==> src/rtl/tu_trigger_tx.sv <==
// Trigger-unit transmitter: sends training frames, then payload words from a small FIFO,
// pre-transposed so the bitslip aligner on the far end recovers each logical word.
module tu_trigger_tx #(
    parameter int          TRAIN_LEN  = 16384,
    parameter int          FIFO_DEPTH = 4,
    parameter logic [63:0] IDLE_WORD  = 64'h0
) (
    input  logic        S_AXI_ACLK,
    input  logic        S_AXI_ARESET,
    input  logic        train_start,
    input  logic        data_en,
    input  logic [63:0] din,
    input  logic        din_valid,
    output logic        din_ready,
    output logic [63:0] tx_data,
    output logic        tx_busy,
    output logic        train_done,
    output logic [15:0] frame_cnt
);

    localparam int PTR_W = (FIFO_DEPTH > 1) ? $clog2(FIFO_DEPTH) : 1;
    localparam int CNT_W = ($clog2(TRAIN_LEN) > 8) ? $clog2(TRAIN_LEN) : 8;

    typedef enum logic [1:0] {
        ST_IDLE,
        ST_TRAIN,
        ST_DATA
    } state_t;

    // Lane l carries logical bit 8b+7-l in its bit position b; inverse of the receiver's transpose.
    function automatic logic [63:0] transpose(input logic [63:0] w);
        logic [63:0] t;
        for (int l = 0; l < 8; l++) begin
            for (int b = 0; b < 8; b++) begin
                t[8*l + b] = w[8*b + 7 - l];
            end
        end
        return t;
    endfunction

    function automatic logic [63:0] train_word(input logic [7:0] c);
        logic [63:0] w;
        for (int k = 0; k < 8; k++) begin
            w[8*k +: 8] = c + 8'(k);
        end
        return w;
    endfunction

    state_t           state_q;
    logic [CNT_W-1:0] train_cnt_q;
    logic             train_start_p_q;
    logic [63:0]      tx_data_q;
    logic             train_done_q;
    logic [15:0]      frame_cnt_q;

    logic [63:0]      mem_q [FIFO_DEPTH];
    logic [PTR_W-1:0] wr_ptr_q, rd_ptr_q;
    logic [PTR_W:0]   count_q, count_d;

    logic fifo_full, fifo_empty, push, pop, train_edge, train_last;
    logic [63:0] fifo_head;

    assign fifo_full  = (count_q == (PTR_W+1)'(FIFO_DEPTH));
    assign fifo_empty = (count_q == '0);
    assign fifo_head  = mem_q[rd_ptr_q];
    assign push       = din_valid & ~fifo_full;
    assign pop        = (state_q == ST_DATA) & ~fifo_empty;
    assign train_edge = train_start & ~train_start_p_q;
    assign train_last = (train_cnt_q == CNT_W'(TRAIN_LEN - 1));

    assign din_ready  = ~fifo_full;
    assign tx_busy    = (state_q != ST_IDLE);
    assign tx_data    = tx_data_q;
    assign train_done = train_done_q;
    assign frame_cnt  = frame_cnt_q;

    always_comb begin
        // NOTE: default first so every path assigns count_d and no latch is inferred.
        count_d = count_q;
        case ({push, pop})
            2'b10:   count_d = count_q + 1'b1;
            2'b01:   count_d = count_q - 1'b1;
            default: count_d = count_q;
        endcase
    end

    // NOTE: storage has no reset; validity is tracked by the pointers and count alone.
    always_ff @(posedge S_AXI_ACLK) begin
        if (push) begin
            mem_q[wr_ptr_q] <= din;
        end
    end

    always_ff @(posedge S_AXI_ACLK) begin
        // NOTE: non-blocking assignments keep every register sampling pre-edge values.
        if (S_AXI_ARESET) begin
            wr_ptr_q <= '0;
            rd_ptr_q <= '0;
            count_q  <= '0;
        end else begin
            if (push) wr_ptr_q <= wr_ptr_q + 1'b1;
            if (pop)  rd_ptr_q <= rd_ptr_q + 1'b1;
            count_q <= count_d;
        end
    end

    always_ff @(posedge S_AXI_ACLK) begin
        if (S_AXI_ARESET) begin
            state_q         <= ST_IDLE;
            train_cnt_q     <= '0;
            train_start_p_q <= 1'b0;
            tx_data_q       <= transpose(IDLE_WORD);
            train_done_q    <= 1'b0;
            frame_cnt_q     <= '0;
        end else begin
            train_start_p_q <= train_start;
            train_done_q    <= 1'b0;
            case (state_q)
                ST_IDLE: begin
                    tx_data_q <= transpose(IDLE_WORD);
                    if (train_edge) begin
                        state_q     <= ST_TRAIN;
                        train_cnt_q <= '0;
                    end else if (data_en) begin
                        state_q <= ST_DATA;
                    end
                end
                ST_TRAIN: begin
                    tx_data_q   <= transpose(train_word(train_cnt_q[7:0]));
                    train_cnt_q <= train_cnt_q + CNT_W'(1);
                    if (train_last) begin
                        train_done_q <= 1'b1;
                        state_q      <= ST_IDLE;
                    end
                end
                ST_DATA: begin
                    if (!fifo_empty) begin
                        tx_data_q <= transpose(fifo_head);
                        if (frame_cnt_q != 16'hFFFF) begin
                            frame_cnt_q <= frame_cnt_q + 16'd1;
                        end
                    end else begin
                        tx_data_q <= transpose(IDLE_WORD);
                    end
                    // Keep draining after data_en drops; leave only once nothing is queued.
                    if (!data_en && fifo_empty) begin
                        state_q <= ST_IDLE;
                    end
                end
                default: state_q <= ST_IDLE;
            endcase
        end
    end

endmodule

==> config.mk <==
export PLATFORM = sky130hd
export DESIGN_NAME = tu_trigger_tx
export DESIGN_NICKNAME = d
export VERILOG_FILES = /design/src/rtl/tu_trigger_tx.sv
export SDC_FILE = /design/constraint.sdc
export NUM_CORES = 1
export LEC_CHECK = 0
export CAP_MARGIN = 20
export CELL_PAD_IN_SITES_DETAIL_PLACEMENT = 0
export CELL_PAD_IN_SITES_GLOBAL_PLACEMENT = 2
export CORE_MARGIN = 8
export CORE_UTILIZATION = 25
export DETAILED_ROUTE_END_ITERATION = 10
export DONT_BUFFER_PORTS = 1
export PLACE_DENSITY_LB_ADDON = 0.15
export SETUP_SLACK_MARGIN = 0.4
export SLEW_MARGIN = 20
export SYNTH_ARGS = -nofsm -noshare
export SYNTH_HDL_FRONTEND = slang
export SYNTH_SLANG_ARGS = --single-unit
==> constraint.sdc <==
create_clock -name S_AXI_ACLK -period 3.3 [get_ports S_AXI_ACLK]
set_input_delay 0.33 -clock S_AXI_ACLK [delete_from_list [all_inputs] [get_ports S_AXI_ACLK]]
set_output_delay 0.33 -clock S_AXI_ACLK [all_outputs]
set_load 0.05 [all_outputs]
### Word level (Yosys, flattened, before mapping)

Memories as Yosys holds them, arrays and structs flattened. A register that Yosys moved wholly into a read port is not among the register bits.
Cells that the tools add are included.
Widths: inputs -> output; s select.

| word-level totals | value |
|---|---|
| register bits | 105 |
| bits in writable memories | 256 |
| input port bits | 69 |
| output and inout bits | 83 |
| memories | 1 |

| cells by class | value |
|---|---|
| $add $sub $neg | 13 |
| eq/ne operators | 11 |
| mux-type cells | 15 |
| bitwise logic cells | 7 |
| reductions and logical operators | 12 |

Memory list:

| memory | words | bits a word | read ports | clocked after memory_dff | write ports | line | text |
|---|---|---|---|---|---|---|---|
| mem_q | 4 | 64 | 1 | 1 | 1 | 56 | `logic [63:0] mem_q [FIFO_DEPTH];` |

Operator list:

| operator | number |
|---|---|
| $pmux 64 s3 | 1 |
| $mux 64 | 1 |
| $add 8x3->8 const B | 4 |
| $pmux 14 s2 | 1 |
| $add 16x1->16 const B | 1 |
| $add 8x2->8 const B | 2 |
| $ne 16x16->1 const B | 1 |
| $add 14x1->14 const B | 1 |
| $eq 14x14->1 const B | 1 |
| $mux 14 | 1 |
| $mux 2 | 6 |
| $add 8x1->8 const B | 1 |
| $pmux 2 s3 | 1 |
| $pmux 3 s2 | 1 |
| $reduce_and 3->1 | 2 |
| $reduce_bool 2->1 | 3 |
| $add 2x1->2 const B | 2 |
| $eq 2x1->1 const B | 2 |
| $eq 2x2->1 const B | 2 |
| $ne 2x2->1 const B | 2 |
| $not 1->1 | 4 |
| $add 3x1->3 const B | 1 |
| $and 1x1->1 | 3 |
| $eq 3x3->1 const B | 1 |
| other kinds (11) | 13 |

### Depth between registers and ports, before layout

Gate-level depths: netlist of run 1.

| logic depth | value |
|---|---|
| depth in word-level cells | 5 |
| gate-level depth with buffers | 12 |
| depth with buffers taken out | 10 |

### Worst setup path before layout of run 1

OpenSTA, ideal clock, no wires.

| timing path | value |
|---|---|
| kind | register -> register |
| start point | register count_q[0] |
| end point | memory mem_q[1][0], enable pin |
| library setup time | 429 ps |
| arrival | 2563 ps |
| required time | 2871 ps |
| path slack | 308 ps |
| cell stages (with the launch flop) | 4 |
| buffers on the path | 0 |
| cell sequence | dfxtp_1 inv_1 nand3_1 and3_1 |

| between the ends | value |
|---|---|
| word-level cells in the longest chain between the ends | 5 |

Ends and longest elaborated chain:

| element | line | text |
|---|---|---|
| start: declaration | 58 | `logic [PTR_W:0] count_q, count_d;` |
| start signal: assignment | 103 | `count_q <= count_d;` |
| $eq 3x3->1 | 63 | `assign fifo_full = (count_q == (PTR_W+1)'(FIFO_DEPTH));` |
| $not 1->1 | -- |  |
| net din_ready | 14 | `output logic din_ready,` |
| $and 1x1->1 | 66 | `assign push = din_valid & ~fifo_full;` |
| $mux 1 | 89 | `if (push) begin` |
| $mux 1 (implied by the code) | 90 | `mem_q[wr_ptr_q] <= din;` |
| end: declaration | 56 |  |

The timed path passes the listed nets, and every way through them passes these cells.

### Final worst setup path of run 1

| timing path | value |
|---|---|
| start point | register train_cnt_q[1] |
| end point | register tx_data_q[7], in the netlist tx_data[7] |

| between the ends | value |
|---|---|
| word-level cells in the longest chain between the ends | 2 |

Ends and longest elaborated chain:

| element | line | text |
|---|---|---|
| start: declaration | 50 | `logic [CNT_W-1:0] train_cnt_q;` |
| start signal: assignment | 130 | `train_cnt_q <= train_cnt_q + CNT_W'(1);` |
| $add 8x3->8 | 44 | `w[8*k +: 8] = c + 8'(k);` |
| $pmux 64 s3 | 118 | `case (state_q)` |
| end signal: assignment | 112 | `tx_data_q <= transpose(IDLE_WORD);` |
| end signal: assignment | 120 | `tx_data_q <= transpose(IDLE_WORD);` |
| end signal: assignment | 129 | `tx_data_q <= transpose(train_word(train_cnt_q[7:0]));` |
| end: declaration | 52 | `logic [63:0] tx_data_q;` |

No other way between the ends.
A chain may end at the register's enable or synchronous reset.

==> flow_summary.toml, run 1 <==
[status]
status = "finished, final reports clean"

[timing]
rsz0062_at_grt = "no"
slew_headroom = 0.470
finalSetupTns_ps = 0
slew_violations = 0
period_share = 0.728
clock.fmax_mhz = 416
worst_slew_pin_slew_ps = 790
setup_viol = 0
skew_ps = 19.5
finalWorstSetupSlack_ps = 896
hold_viol = 0
min_period_ps = 2400

[detailed_routing]
wl_um = 42800
route.vias.total = 8248
drtPass1Iterations = 4
drtIter0Drc = 538
drc = 0
ant_nets = 0
wire_per_inst_um = 23.0
viasPerCell = 4.43

[die]
start_util = 0.251
die_area_sq_um = 65500
die_w_um = 256
die_h_um = 256
core-area_sq_um = 57400
ioPinCount = 152
rows = 88

[setup_path]
cp-start-kind = "register"
critical_path.slowest_cell = "dfxtp_1"
worstSetupStartpoint = "train_cnt_q[1]$_SDFFE_PP0P_"
crit_chain = "inv_1 > ha_1 > a21boi_1 > nor2_1 > xor2_1 > a22oi_1 > nand2_1"
end_kind = "register"
cp.required_ps = 3750
slowest_delay_ps = 720
arrival_ps = 2860
cp_max_fo = 12
r2r-start = "train_cnt_q[1]$_SDFFE_PP0P_"
worst-setup-path-type = "register to register"

[cells_and_area]
nNetsFinal = 1148
flow.area_growth_from_synthesis_pct = 23.3
utilization = 0.309
fin_cells = 1860
fill_cells = 5708
final_layout_size_suffix_gt1_frac = 0.173

[global_routing]
grt_usage = 0.130
grt_pass1_vias = 8925
grt_max_degree = 42
grt_overflow = 0
antenna_found_initial = 4
grt_pass1_wl_um = 63400

[yosys]
syn_area_per_cell_sq_um = 15.0
synthDistinctLibCells = 52
syn_area_sq_um = 14400
synth_cells = 961
async_flop_share = 0
synth_edf_count = 256
synth_fp_nets = 1052
synth_flop_cell = "edfxtp_1"
synth_seq_area_share = 0.683
yosysWarnings = 0
synth-seq-cells = 363

[clocking]
clk_pin_slew_worst_paths_ps = 60
cts_buffers = 45
insertion_delay_ps = 570
clk_path_buf_depth = 3
post_cts_buffers = 0
postCtsResizedCells = 0
cts_root_buf = "clkbuf_16"
cts_num_sinks = 363
tritoncts = "yes"
h-tree-depth = 2

[place]
portBuffers = 0
dp_hpwl_um = 28200
place.gp.congestion = 0.716
pre_cts_slack_ps = 870
dp_cells = 1709

[pwr]
max-vdd-ir-drop_mv = 0.361
power_leakage_nw = 5.70
total_power_mw = 11.7
pwr_density_cell_nw_per_um2 = 660

[flow_run]
max-cap-violations = 0

[hold_path]
worst_hold_startpoint = "S_AXI_ARESET"
min_path_type = "input pin to register"
cells in the final DEF, fill, tap and decap left out, types with 3 or more instances in the layout:
cell           Yosys  routed
a211oi_1           4       4
nand4_1           11      11
ha_1              21      20
and3_4             0       4
o21ai_0            4       4
nand2_1           92      92
dlygate4sd3_1      0      65
mux4_2            64      64
clkbuf_16          0      45
o21ai_1           53      53
a21oi_1           41      41
or3_1              4       4
a22oi_1           44      44
clkbuf_1          28      14
buf_12             0       9
dfxtp_1          107     105
and4_1             4       4
inv_6              0       3
xnor2_1           39      39
xor2_1            18      18
nand3_1           11      11
nor2_1            57      57
mux2i_1            5       5
inv_1             19      19
edfxtp_1         256     256
nor3_1             6       6
buf_4              2      32
nor4_1             5       5
bufinv_16          0       6
clkbuf_8           0       5
clkinv_1           0       5
through the flow:
stage,hold slack [ps],area (sq um)
5_1_grt,50.0,17800
3_5_place_dp,409,15500
3_3_place_gp,404,15500
2_1_floorplan,429,14400
6_report,61.3,17800
4_1_cts,25.9,17700
synthesized netlist by cell type (5+ instances only):
cell type | count | area share
a21oi_1 | 41 | 0.014
a22oi_1 | 44 | 0.023
and3_1 | 6 | 0.0026
buf_1 | 9 | 0.0023
buf_2 | 18 | 0.0063
clkbuf_1 | 28 | 0.0073
dfxtp_1 | 107 | 0.15
edfxtp_1 | 256 | 0.53
ha_1 | 21 | 0.018
inv_1 | 19 | 0.0050
mux2i_1 | 5 | 0.0035
mux4_2 | 64 | 0.10
nand2_1 | 92 | 0.024
nand3_1 | 11 | 0.0038
nand4_1 | 11 | 0.0048
nor2_1 | 57 | 0.015
nor3_1 | 6 | 0.0021
nor4_1 | 5 | 0.0022
o21ai_1 | 53 | 0.018
xnor2_1 | 39 | 0.024
xor2_1 | 18 | 0.011
flip-flops by register name (all words and copies together) (netlist names), named ones only:
| name | flops |
|---|---|
| train_start_p_q | 1 |
| count_q | 3 |
| train_cnt_q | 14 |
| tx_data | 64 |
| frame_cnt | 16 |
| train_done | 1 |
| rd_ptr_q | 2 |
| state_q | 2 |
| wr_ptr_q | 2 |
| mem_q | 256 |
critical path: cells and delay by family, from the launching register on:
kind            cells  cell delay [ps]
xor+xnor            1              190
fa+ha+maj           1              320
buf+inv             1              200
simple gates        2              210
flops               1              720
compound gates      2              660
area by class of cell:
| class | instances | area [sq um] | share of cell area |
|---|---|---|---|
| flip-flops and latches | 363 | 9840 | 0.554 |
| clock inverters | 20 | 280 | 0.0158 |
| inverters | 21 | 78.8 | 0.00444 |
| clock buffers | 64 | 1250 | 0.0703 |
| multi-input cells | 520 | 4280 | 0.241 |
| diodes | 1 | 2.50 | 0.000141 |
| well taps | 765 | 957 | 0.0539 |
| repair buffers | 106 | 1070 | 0.0603 |
kinds of logic after synthesis:
group | share of synthesized area
flops | 0.683
simple gates | 0.0701
compound gates | 0.0669
buf+inv | 0.0224
mux | 0.104
xor+xnor | 0.0347
fa+ha+maj | 0.0196
where the power goes:
| part | total, mW | switching, mW | internal, mW | leakage, nW |
|---|---|---|---|---|
| clock | 5.08 | 1.96 | 3.12 | 0.739 |
| sequential | 5.34 | 0.190 | 5.15 | 3.22 |
| combinational | 1.28 | 0.780 | 0.504 | 1.75 |
repair_timing:
item	in CTS	in global routing
endpoints found under the hold margin	294	0
hold buffers	66	0
endpoints found under the setup margin	0	0
per-layer routing:
layer  part of all wire  GRT usage  routed length, um  vias to the layer above
met1               0.44      0.166              18900                     4147
met3              0.059     0.0364               2500                       67
li1                   -          -                  -                     3846
met5            0.00091          0                 39                        -
met2               0.47      0.209              20200                      182
met4              0.027     0.0463               1150                        6
worst paths after layout:
path	endpoint	slack, ps	cells past startpoint
worst min register to register	frame_cnt[2]$_SDFFE_PP0P_	490	1
worst max-delay path	tx_data[7]$_SDFFE_PP0P_	900	7
worst min-delay path	frame_cnt[13]$_SDFFE_PP0P_	60	2
worst max register to register	tx_data[7]$_SDFFE_PP0P_	900	7
Note: power is estimated with default switching activity, not from simulation.
==> inputs of run 2 (changes only) <==
--- a/config.mk
+++ b/config.mk
@@ -5,6 +5,7 @@
 export SDC_FILE = /design/constraint.sdc
 export NUM_CORES = 1
 export LEC_CHECK = 0
+export ABC_AREA = 1
 export CAP_MARGIN = 20
 export CELL_PAD_IN_SITES_DETAIL_PLACEMENT = 0
 export CELL_PAD_IN_SITES_GLOBAL_PLACEMENT = 2
==> constraint.sdc (replaced) <==
create_clock -name S_AXI_ACLK -period 2.4 [get_ports S_AXI_ACLK]
set_input_delay 0.24 -clock S_AXI_ACLK [delete_from_list [all_inputs] [get_ports S_AXI_ACLK]]
set_output_delay 0.24 -clock S_AXI_ACLK [all_outputs]
set_load 0.05 [all_outputs]
==> run 2 against run 1 <==
  * Global-route usage grew 1.4 points
  * Routed wire length is 20% higher
  * Clock power is 32% higher
  * Final area grew 8.1%
  * Cell count is 43% higher
  * Clock skew up 3.3 ps
  * Via count rose by 39%
  * Non-clock buffer count is 19 higher
  * Synthesized area up 9.0%
  * Critical path depth up 4
  * Die area is 8.4% higher
  * Synthesized cell count is 75% higher
  * Critical endpoint is now count_q[2]$_SDFFE_PP0P_
  * Largest cell class unchanged
  * Highest routed layer is now met4
==> flow_summary.toml, run 2 <==
[detailed_routing]
route.vias.total = 11500
drtIter0Drc = 576
drc = 0
drtPass1Iterations = 5
viasPerCell = 4.32
wl_um = 51400
ant_nets = 0
wire_per_inst_um = 19.4

[cells_and_area]
multi_input_area_sq_um = 5170
ff_latch_area_sq_um = 9840
final_common_cell = "nand2_1"
regMostFlops = "mem_q"
layout_common_cells = "nand2_1, edfxtp_1, nand3_1, nor2_1, dfxtp_1"
fill_cells = 6685
largest_reg_flops = 256
final_layout_size_suffix_gt1_frac = 0.0958
nNetsFinal = 1862
flow.area_growth_from_synthesis_pct = 22.3
final_area_sq_um = 19200

[clocking]
insertion_delay_ps = 570
cts_buffers = 45
cts_num_sinks = 363
clk_path_buf_depth = 3
h-tree-depth = 2
clk_pin_slew_worst_paths_ps = 60
tritoncts = "yes"
cts_root_buf = "clkbuf_16"

[place]
pre_cts_slack_ps = 253
dp_hpwl_um = 32700
place.gp.congestion = 0.804
detailed_place.area_sq_um = 17000
portBuffers = 0

[timing]
slew_headroom = 0.551
worst_slew_pin_slew_ps = 672
rsz0062_at_grt = "yes"
period_share = 0.787
finalSetupTns_ps = 0
min_period_ps = 1890
finalWorstSetupSlack_ps = 512
skew_ps = 22.8
hold_viol = 0
setup_viol = 0
clock.fmax_mhz = 530
slew_violations = 0

[yosys]
yosysTopAreaCell = "edfxtp_1"
syn_area_sq_um = 15700
synth_fp_nets = 1773
netlist_top_cells_count = "nand2_1, edfxtp_1, nor2_1"
synth.top_cell.area_share = 0.490
yosysWarnings = 0
ys_top_cells_by_area = "edfxtp_1, nand2_1, dfxtp_1, nand3_1, nor2_1"
synth-seq-cells = 363
synth_seq_area_share = 0.626
async_flop_share = 0
synthDistinctLibCells = 35
synth_cells = 1682
synth_edf_count = 256
syn_area_per_cell_sq_um = 9.33
synth_flop_cell = "edfxtp_1"
yosysMostFrequentCell = "nand2_1"

[hold_path]
holdPathStages = 4
min_path_type = "input pin to register"

[setup_path]
reg2reg_depth = 11
arrival_ps = 2320
worst-setup-path-type = "register to register"
cp-start-kind = "register"
cp.required_ps = 2830
end_kind = "register"
critPathTopFamily = "adder cells"
slowest_delay_ps = 380
critical_path.slowest_cell = "fa_1"
cp_max_fo = 3
crit_chain = "inv_2 > ha_2 > nand2_1 > inv_2 > ha_1 > inv_1 > fa_1 > a21oi_1 > o21ai_1 > o21ai_1 > a21oi_1"
cp_num_cells = 11
path_buf_inv = 3

[pwr]
max-vdd-ir-drop_mv = 0.561
pwr_density_cell_nw_per_um2 = 971
power_leakage_nw = 7.16

[die]
die_h_um = 267
core-area_sq_um = 62600
rows = 92
die_w_um = 267
die_area_sq_um = 71000
ioPinCount = 152
start_util = 0.251

[global_routing]
grt_overflow = 0
grt_usage = 0.143
antenna_found_initial = 3
grt_pass1_vias = 11600
grt_max_degree = 99
grt_pass1_wl_um = 76700

[flow_run]
max-cap-violations = 0

[status]
status = "finished, final reports clean"
run 2: kinds of logic (layout without fill, tap and decap cells):
kind of cell               after synthesis  in the layout  synth area share
AOI/OAI and AO/OA                      216            216            0.0715
and+or+nand+nor                        889            889             0.228
DFF                                    363            363             0.626
xor gates and xnor gates                11             11           0.00614
buffers and inverters                  181            305            0.0499
adders and majority gates               22             22            0.0180
other                                    0              2                 0
run 2: worst register-to-register path, delay by kind of cell, from the launching register on:
family	cells	cell delay, ps
compound gates	4	400
flops	1	330
buf+inv	3	230
simple gates	1	90
fa+ha+maj	3	700
run 2: path summary, 6_finish.rpt:
kind / startpoint / to / slack (ps)
worst min register to register: rd_ptr_q[1]$_SDFFE_PP0P_ / register / 460
worst min-delay path: train_start / train_cnt_q[0]$_SDFFE_PP0P_ / 60
worst max register to register: state_q[0]$_SDFFE_PP0P_ / count_q[2]$_SDFFE_PP0P_ / 510
worst max-delay path: state_q[0]$_SDFFE_PP0P_ / count_q[2]$_SDFFE_PP0P_ / 510
run 2: repair_timing:
action	4_1_cts	5_1_grt
endpoints found under the hold margin	344	0
endpoints found under the setup margin	1	32
cloned	0	1
hold buffers	67	0
resized for setup	1	18
buffers inserted	0	2
run 2: where the power goes:
group | internal, mW | leakage [nW] | total (mW) | switching [mW]
Sequential | 7.22 | 3.22 | 7.84 | 0.621
Combinational | 1.14 | 3.23 | 4.06 | 2.92
Clock | 4.07 | 0.716 | 6.73 | 2.65
Total | 12.4 | 7.16 | 18.6 | 6.20
run 2: stage by stage:
step | hold slack [ps] | instances | power [mW] | util
after floorplan | 339 | 1682 | 10.4 | -
after global placement | 323 | 2500 | 11.9 | 0.271
after detailed placement | 323 | 2500 | 11.9 | 0.271
after CTS | 71.8 | 2649 | 18.9 | 0.305
after global routing | 57.7 | 2654 | 19.7 | 0.306
final | 59.1 | 2654 | 18.6 | 0.306
run 2: final cells by class:
cell class,instances,area share
antenna,2,0.000261
clock buffer,61,0.0629
clock inverter,21,0.0130
inverter,97,0.0194
multi-input combinational,1138,0.270
sequential,363,0.513
tap,846,0.0552
timing repair buffer,125,0.0663
timing repair inverter,1,0.000261
run 2: layer usage:
layer | routed length [um] | share of wire | up-vias | track usage
met5 | 0 | 0 | - | 0
met4 | 938 | 0.018 | 0 | 0.0328
met3 | 2830 | 0.055 | 54 | 0.0364
met2 | 24500 | 0.48 | 187 | 0.242
met1 | 23100 | 0.45 | 5468 | 0.183
li1 | - | - | 5757 | -
==> inputs of run 3 (changes only) <==
--- a/config.mk
+++ b/config.mk
@@ -5,7 +5,7 @@
 export SDC_FILE = /design/constraint.sdc
 export NUM_CORES = 1
 export LEC_CHECK = 0
-export ABC_AREA = 1
+export ABC_AREA = 0
 export CAP_MARGIN = 20
 export CELL_PAD_IN_SITES_DETAIL_PLACEMENT = 0
 export CELL_PAD_IN_SITES_GLOBAL_PLACEMENT = 2
==> constraint.sdc (replaced) <==
create_clock -name S_AXI_ACLK -period 1.75 [get_ports S_AXI_ACLK]
set_input_delay 0.175 -clock S_AXI_ACLK [delete_from_list [all_inputs] [get_ports S_AXI_ACLK]]
set_output_delay 0.175 -clock S_AXI_ACLK [all_outputs]
set_load 0.05 [all_outputs]
==> run 3 against run 2 <==
  * Critical endpoint unchanged
  * First-iteration DRC count decreased by 9.2%
  * Combinational power increased by 27%
  * Maximum frequency increased by 3.0%
  * Total power increased by 31%
  * Critical path type unchanged
  * Sequential power increased by 28%
  * Hold slack got worse by 410 ps
  * Global-route usage decreased by 0.33 points
  * Final area increased by 15%
  * Largest power group unchanged
  * Count of clock-buffer cells in the layout decreased by 3
  * The flow now finishes with violations (hold timing, setup timing)
  * Register-to-register slack got worse by 590 ps
  * Sequential share of layout area decreased by 5.9 points
==> flow_summary.toml, run 3 (synthesis gave the netlist of run 1 again) <==
[status]
status = "finished, violations left"
violations = "hold timing, setup timing"

[global_routing]
grt_max_degree = 42
grt_pass1_wl_um = 68100
grt_overflow = 0
grt_pass1_vias = 9783
grt_usage = 0.140
antenna_found_initial = 1

[cells_and_area]
flow.area_growth_from_synthesis_pct = 52.7
final_layout_size_suffix_gt1_frac = 0.514
utilization = 0.383
final_common_cell = "edfxtp_1"
regMostFlops = "mem_q"
ff_latch_area_sq_um = 9980
layout_common_cells = "edfxtp_1, buf_4, nand2_1"
multi_input_area_sq_um = 5320
final_area_sq_um = 22000
largest_reg_flops = 256
fill_cells = 5354
nNetsFinal = 1372
fin_cells = 2084

[timing]
clock.fmax_mhz = 546
timing.hold.ws_ps = -349
finalWorstSetupSlack_ps = -82.4
worst_slew_pin_slew_ps = 545
rsz0062_at_grt = "yes"
slew_violations = 0
hold_viol = 48
finalSetupTns_ps = -1710
min_period_ps = 1830
period_share = 1.05
skew_ps = 23.8
setup_viol = 60
slew_headroom = 0.636

[setup_path]
cp.required_ps = 2260
end_kind = "register"
r2r_slack_ps = -80
worst-setup-path-type = "register to register"
cp-start-kind = "register"
critical_path.slowest_cell = "dfxtp_2"
arrival_ps = 2340
crit_chain = "inv_2 > nand3_4 > and2_4 > inv_2 > ha_4 > inv_2 > fa_2 > xor2_1 > or3_1 > a21oi_1"
slowest_delay_ps = 320
critPathTopFamily = "simple AND/OR/NAND/NOR gates"
cp_max_fo = 2
path_common_cell = "inv_2"
path_buf_inv = 3
worstSetupStartpoint = "count_q[1]$_SDFFE_PP0P_"
r2r-start = "count_q[1]$_SDFFE_PP0P_"

[clocking]
cts_buffers = 45
h-tree-depth = 2
cts_num_sinks = 363
insertion_delay_ps = 580
clk_pin_slew_worst_paths_ps = 60
clk_path_buf_depth = 3
holdBufCountCts = 65
tritoncts = "yes"
cts_root_buf = "clkbuf_16"

[die]
rows = 88
die_w_um = 256
start_util = 0.251
ioPinCount = 152
core-area_sq_um = 57400
die_area_sq_um = 65500
die_h_um = 256

[detailed_routing]
viasPerCell = 4.49
wire_per_inst_um = 24.2
ant_nets = 0
drtIter0Drc = 523
drtPass1Iterations = 4
wl_um = 50300
route.vias.total = 9353
drc = 0

[place]
portBuffers = 0
dp_hpwl_um = 28800
detailed_place.area_sq_um = 16800
pre_cts_slack_ps = -109
dp_cells = 1822
place.gp.congestion = 0.743

[pwr]
p_sw_frac = 0.270
power_leakage_nw = 7.59
p_switching_mw = 6.58
p_clk_frac = 0.377
pwr_density_cell_nw_per_um2 = 1110
p_int_mw = 17.8
total_power_mw = 24.4
p_comb_frac = 0.212
max-vdd-ir-drop_mv = 0.669
power_frac_seq = 0.410

[flow_run]
max-cap-violations = 0

[hold_path]
worst_hold_startpoint = "S_AXI_ARESET"
min_path_type = "input pin to register"
run 3: power groups by stage:
stage / clock network [mW] / registers, mW / logic [mW]
4_1_cts: 9.48 / 10.0 / 4.49
5_1_grt: 9.81 / 10.0 / 5.46
6_report: 9.19 / 10.0 / 5.17
3_5_place_dp: 0 / 10.2 / 2.80
3_3_place_gp: 0 / 10.2 / 2.82
2_1_floorplan: 0 / 10.2 / 1.72
run 3: worst paths after layout:
check                              end  depth (start not counted)
max            count_q[2]$_SDFFE_PP0P_                         10
min          frame_cnt[1]$_SDFFE_PP0P_                          1
max reg2reg    count_q[2]$_SDFFE_PP0P_                         10
min reg2reg   tx_data[35]$_SDFFE_PP0P_                          2
run 3: layout make-up:
| type | count | area share |
|---|---|---|
| Inverter | 21 | 0.00421 |
| Antenna cell | 1 | 0.000114 |
| Tap cell | 765 | 0.0435 |
| Clock inverter | 26 | 0.0115 |
| Timing Repair Buffer | 329 | 0.190 |
| Sequential cell | 363 | 0.454 |
| Multi-Input combinational cell | 521 | 0.242 |
| Clock buffer | 58 | 0.0548 |
run 3: timing repair:
item                                    CTS  global route
pin swaps                                47            67
cloned                                   18            23
endpoints found under the hold margin   332            49
setup buffers                            34            37
gates resized for setup                 183           191
endpoints found under the setup margin  428           429
run 3: layer usage:
metal / part of all wire / vias to the layer above / global-route usage / wire, um
li1: - / 4321 / - / -
met1: 0.43 / 4777 / 0.172 / 21500
met2: 0.49 / 194 / 0.243 / 24700
met3: 0.063 / 61 / 0.0342 / 3200
met4: 0.018 / 0 / 0.0393 / 891
met5: 0 / - / 0 / 0
